## config.mk

```make
export PLATFORM = sky130hd
export DESIGN_NAME = cgra_top
export DESIGN_NICKNAME = d
export VERILOG_FILES = /design/src/rtl/cgra_pkg.sv /design/src/rtl/cgra_alu.sv /design/src/rtl/cgra_top.sv
export SDC_FILE = /design/constraint.sdc
export NUM_CORES = 1
export LEC_CHECK = 0
export ABC_AREA = 1
export CORE_AREA = 5 5 72 106
export CTS_CLUSTER_SIZE = 28
export DETAILED_ROUTE_END_ITERATION = 16
export DIE_AREA = 0 0 77 111
export PLACE_DENSITY = 0.84
export SLEW_MARGIN = 0
export SYNTH_ARGS = -nofsm -noshare
export SYNTH_HDL_FRONTEND = slang
export SYNTH_SLANG_ARGS = --single-unit
```

## constraint.sdc

```tcl
create_clock -name clk -period 3.61 [get_ports clk]
set_clock_uncertainty 0.05 [all_clocks]
set_input_delay 0.5415 -clock clk [delete_from_list [all_inputs] [get_ports clk]]
set_output_delay 0.5415 -clock clk [all_outputs]
set_load 0.03 [all_outputs]
```

## src/rtl/cgra_pkg.sv

```systemverilog
// Shared constants for the CGRA tile: sizes, instruction field layout, opcodes
// and the fixed configuration-memory program.
package cgra_pkg;

    localparam int unsigned DW       = 16;
    localparam int unsigned CM_DEPTH = 64;
    localparam int unsigned AW       = 6;
    localparam int unsigned NREG     = 4;

    localparam int unsigned OPC_W    = 4;
    localparam int unsigned REG_W    = 2;
    localparam int unsigned IMM_W    = 6;
    localparam int unsigned SHAMT_W  = 4;

    localparam int unsigned OPC_LSB  = 12;
    localparam int unsigned DST_LSB  = 10;
    localparam int unsigned SRCA_LSB = 8;
    localparam int unsigned SRCB_LSB = 6;
    localparam int unsigned IMM_LSB  = 0;

    localparam logic [OPC_W-1:0] OP_NOP = 4'd0;
    localparam logic [OPC_W-1:0] OP_LDI = 4'd1;
    localparam logic [OPC_W-1:0] OP_ADD = 4'd2;
    localparam logic [OPC_W-1:0] OP_SUB = 4'd3;
    localparam logic [OPC_W-1:0] OP_AND = 4'd4;
    localparam logic [OPC_W-1:0] OP_OR  = 4'd5;
    localparam logic [OPC_W-1:0] OP_XOR = 4'd6;
    localparam logic [OPC_W-1:0] OP_SHL = 4'd7;
    localparam logic [OPC_W-1:0] OP_SHR = 4'd8;
    localparam logic [OPC_W-1:0] OP_MOV = 4'd9;

    // Program image: two loads, an add/sub pair, then an accumulate run of R0 += R1.
    function automatic logic [DW-1:0] cm_word(input int unsigned addr);
        if (addr == 0)                return 16'h1005;
        if (addr == 1)                return 16'h1403;
        if (addr == 2)                return 16'h2840;
        if (addr == 3)                return 16'h3C40;
        if (addr >= 4 && addr <= 21)  return 16'h2040;
        return 16'h0000;
    endfunction

endpackage

```

## src/rtl/cgra_alu.sv

```systemverilog
// Combinational datapath for one instruction; we_c is low for NOP-class opcodes.
module cgra_alu
    import cgra_pkg::*;
(
    input  logic [OPC_W-1:0] opcode,
    input  logic [DW-1:0]    a,
    input  logic [DW-1:0]    b,
    input  logic [IMM_W-1:0] imm6,
    output logic [DW-1:0]    value_c,
    output logic             we_c
);

    logic [SHAMT_W-1:0] shamt;
    assign shamt = imm6[SHAMT_W-1:0];

    always_comb begin
        value_c = '0;
        we_c    = 1'b1;
        case (opcode)
            OP_LDI:  value_c = DW'(imm6);
            OP_ADD:  value_c = a + b;
            OP_SUB:  value_c = a - b;
            OP_AND:  value_c = a & b;
            OP_OR:   value_c = a | b;
            OP_XOR:  value_c = a ^ b;
            OP_SHL:  value_c = a << shamt;
            OP_SHR:  value_c = a >> shamt;
            OP_MOV:  value_c = a;
            OP_NOP:  we_c    = 1'b0;
            default: we_c    = 1'b0;
        endcase
    end

endmodule

```

## src/rtl/cgra_top.sv

```systemverilog
// Single-tile CGRA: addressed fetch from a fixed config ROM, then one execute
// stage against a 4-entry register file. No program counter; the host issues addresses.
module cgra_top #(
    parameter int unsigned CM_DEPTH = cgra_pkg::CM_DEPTH,
    parameter int unsigned DW       = cgra_pkg::DW
) (
    input  logic                        clk,
    input  logic                        reset,
    input  logic                        rd_cm_en,
    input  logic [$clog2(CM_DEPTH)-1:0] cm_addr,
    output logic [DW-1:0]               data_out,
    output logic [DW-1:0]               result,
    output logic                        result_valid
);
    import cgra_pkg::*;

    logic [DW-1:0] cm [CM_DEPTH];
    logic [DW-1:0] cfg_q;
    logic          fetch_valid;
    logic [DW-1:0] rf [NREG];

    logic [OPC_W-1:0] opcode;
    logic [REG_W-1:0] dst;
    logic [REG_W-1:0] src_a;
    logic [REG_W-1:0] src_b;
    logic [IMM_W-1:0] imm6;
    logic [DW-1:0]    alu_value;
    logic             alu_we;

    for (genvar i = 0; i < CM_DEPTH; i++) begin : g_cm
        assign cm[i] = cm_word(i);
    end

    assign opcode = cfg_q[OPC_LSB  +: OPC_W];
    assign dst    = cfg_q[DST_LSB  +: REG_W];
    assign src_a  = cfg_q[SRCA_LSB +: REG_W];
    assign src_b  = cfg_q[SRCB_LSB +: REG_W];
    assign imm6   = cfg_q[IMM_LSB  +: IMM_W];

    cgra_alu u_alu (
        .opcode  (opcode),
        .a       (rf[src_a]),
        .b       (rf[src_b]),
        .imm6    (imm6),
        .value_c (alu_value),
        .we_c    (alu_we)
    );

    // Fetch and execute share one edge; execute reads registers before this edge's write lands.
    always_ff @(posedge clk or posedge reset) begin
        if (reset) begin
            cfg_q        <= '0;
            fetch_valid  <= 1'b0;
            result       <= '0;
            result_valid <= 1'b0;
            for (int i = 0; i < NREG; i++) rf[i] <= '0;
        end else begin
            if (rd_cm_en) cfg_q <= cm[cm_addr];
            fetch_valid  <= rd_cm_en;
            result_valid <= fetch_valid & alu_we;
            if (fetch_valid && alu_we) begin
                rf[dst] <= alu_value;
                result  <= alu_value;
            end
        end
    end

    assign data_out = cfg_q;

endmodule

```

==> metrics.txt <==
Reg-to-Reg End result[11]; utilization after layout 0.644; CP Data Arrival Time 3.40 ns; RSZ-0062 raised after global routing false; overall die height 111 um; effective utilization at floorplan 0.548; Seq/Total Area, Yosys 0.398; vias in the first global route roughly 3100; WL/cell 14.0 um; Clock Sinks 57; worst endpoint required time 3.79 ns; gpl congestion 0.919; Boundary Pins 42; PD cells 736 mW/mm^2; leak pwr about 0.0021 uW; Yosys top cell area share 0.398; Overflow after GRT 0; commonest cells after routing, fill and taps aside nand2_1, inv_1, o21ai_0; Yosys reg bits 57; final worst path period share 0.891; Worst-Skew Late Latency 0.35 ns; global-route wire length before repair between 10000 and 15000 um; yosys warns 0; layout cells sized above 1 0.0725; CTS tree yes; status complete, no violations; # DRC 0; Clock Tree Root clkbuf_8; largest net degree at the start of global routing 32; final net count 560; RR Startpoint data_out[6]; final wirelength 8620 um; Setup CP Type flip-flop to flip-flop; FP Rows 36; Post-DRT Antenna Nets 0; most common cell after layout, fill and taps aside nand2_1; crit path max fanout 10; initial antenna violation count 0; flop-to-flop setup slack 0.39 ns; htree depth 3; Global Route Usage Sum 0.208; port bufs 33; Reg clk slew, reported paths 0.06 ns; mean post-synth cell area 7.22 um^2; Synth area leaders dfrtp_1, nand2_1, o21ai_0; Die X 77 um; library cells used by synthesis 30; dominant cell type by area after synthesis dfrtp_1; Max-Cap Viols 0; Final Max Slew Viols 0; Area Growth Syn to Fin 17.4%; Final TNS setup 0 ns; final setup fails 0; die area 0.00855 mm^2; Min-Delay Endpoint result[4]; Worst VDD drop 0.543 mV; Mapped Cells 496; cells on worst reg2reg path 15; Hold Path Depth 2; Tmin final 3.22 ns; Max Buffers Root-to-Sink 2; DR iter-0 viols 197; fmax slightly above 300 MHz; CP Launch Type flip-flop; CTS buffer count 9; Vias 3250; Core ar. 0.00653 mm^2; hold wc startpoint result[4]; Initial DRT Pass Iterations 5; Critical Path Sink Type flip-flop; Avg Vias per Cell 5.29; Hold WC Path Type flip-flop to flip-flop; Worst Tran Pin Value 0.743 ns; Slew headroom 0.504; final hold vios 0; diode count 0; mapped cell area 0.00358 mm^2; DP HPWL 6540 um
## metrics by stage
step	worst slack [ns]	hold WS (ns)	area, um^2	power (uW)	instances
final	0.392	0.432	4200	3090	614
after global routing	0.0495	0.462	4200	3330	614
after CTS	0.196	0.438	4180	3090	611
after detailed placement	0.197	0.415	3950	2390	596
after global placement	0.231	0.409	3950	2360	596
after floorplan	0.653	0.392	3610	1990	503
## sequential cells by signal (all words and copies together), names as in the netlist
name	flops
fetch_valid	1
rf	32
result_valid	1
result	16
data_out	7
## power breakdown
group          internal (uW)  total, uW  switching, uW
Sequential               783        883           99.8
Combinational            528       1530           1000
Clock                    441        682            240
Total                   1750       3090           1340
## routing by layer
metal	global-route usage	wire length (um)
met1	0.241	3550
met2	0.361	4470
met3	0.0528	424
met4	0.0814	168
met5	0	0
## cell usage after synthesis
cell	count
nand2_2	3
nand3_1	17
a21o_1	1
buf_2	2
conb_1	1
o21ai_0	57
nor4_1	2
buf_6	1
a31oi_1	2
xnor2_1	4
nor2_2	2
clkbuf_1	8
a21oi_1	25
inv_2	2
xor2_1	9
dfrtp_1	57
o22ai_1	6
nor2_1	23
nor3_2	1
fa_1	1
nand2_1	163
nor3_4	1
nand4_1	9
buf_4	11
inv_1	59
nor3_1	1
or2_2	4
ha_1	16
o21ai_1	6
o21bai_1	2
## final cells by class
cell class | count | area, um^2
Sequential cell | 57 | 1430
Multi-Input combinational cell | 363 | 1820
Fill cell | 524 | 2330
Inverter | 61 | 234
Tap cell | 76 | 95.1
Clock inverter | 2 | 60.1
Clock buffer | 13 | 169
Timing Repair Buffer | 42 | 398
## worst max path at each step
stage,depth (start not counted),startpoint,slack (ns),end
3_5_place_dp,20,data_out[6],0.20,result[13]
4_1_cts,20,data_out[6],0.20,rf[45]
6_report,15,data_out[6],0.39,result[11]
5_1_grt,20,data_out[6],0.05,rf[61]
2_1_floorplan,21,data_out[6],0.65,rf[45]
3_3_place_gp,20,data_out[6],0.23,rf[45]
## worst max-delay path, stage by stage, from the launching register on
cell and delay [ns]:
dfrtp_2 0.48, o21ai_1 0.30, inv_1 0.08, ha_1 0.28, nand2_1 0.05, o21ai_0 0.16, inv_1 0.09, ha_1 0.29
nand2_1 0.04, o21ai_0 0.33, nand3_1 0.12, nand2_1 0.17, a21oi_1 0.16, or2_2 0.34, nand4_1 0.09, nand2_1 0.07
## logic make-up (layout without fill, tap and decap cells)
logic type	count (synthesis)	count (layout)	share of synthesized area
AND/OR/NAND/NOR	226	226	0.262
AO/OA/AOI/OAI	99	99	0.143
buffers and inverters	83	118	0.101
flip-flops	57	57	0.398
adder cells (fa/ha/maj)	17	17	0.0615
XOR/XNOR	13	13	0.0318
other	1	8	0.00105
## timing repair
item | CTS | global route
setup buffers | 0 | 3
hold buffers | 0 | 0
setup endpoints to repair | 0 | 18
resized for setup | 0 | 3
Note: power is estimated with default switching activity, not from simulation.
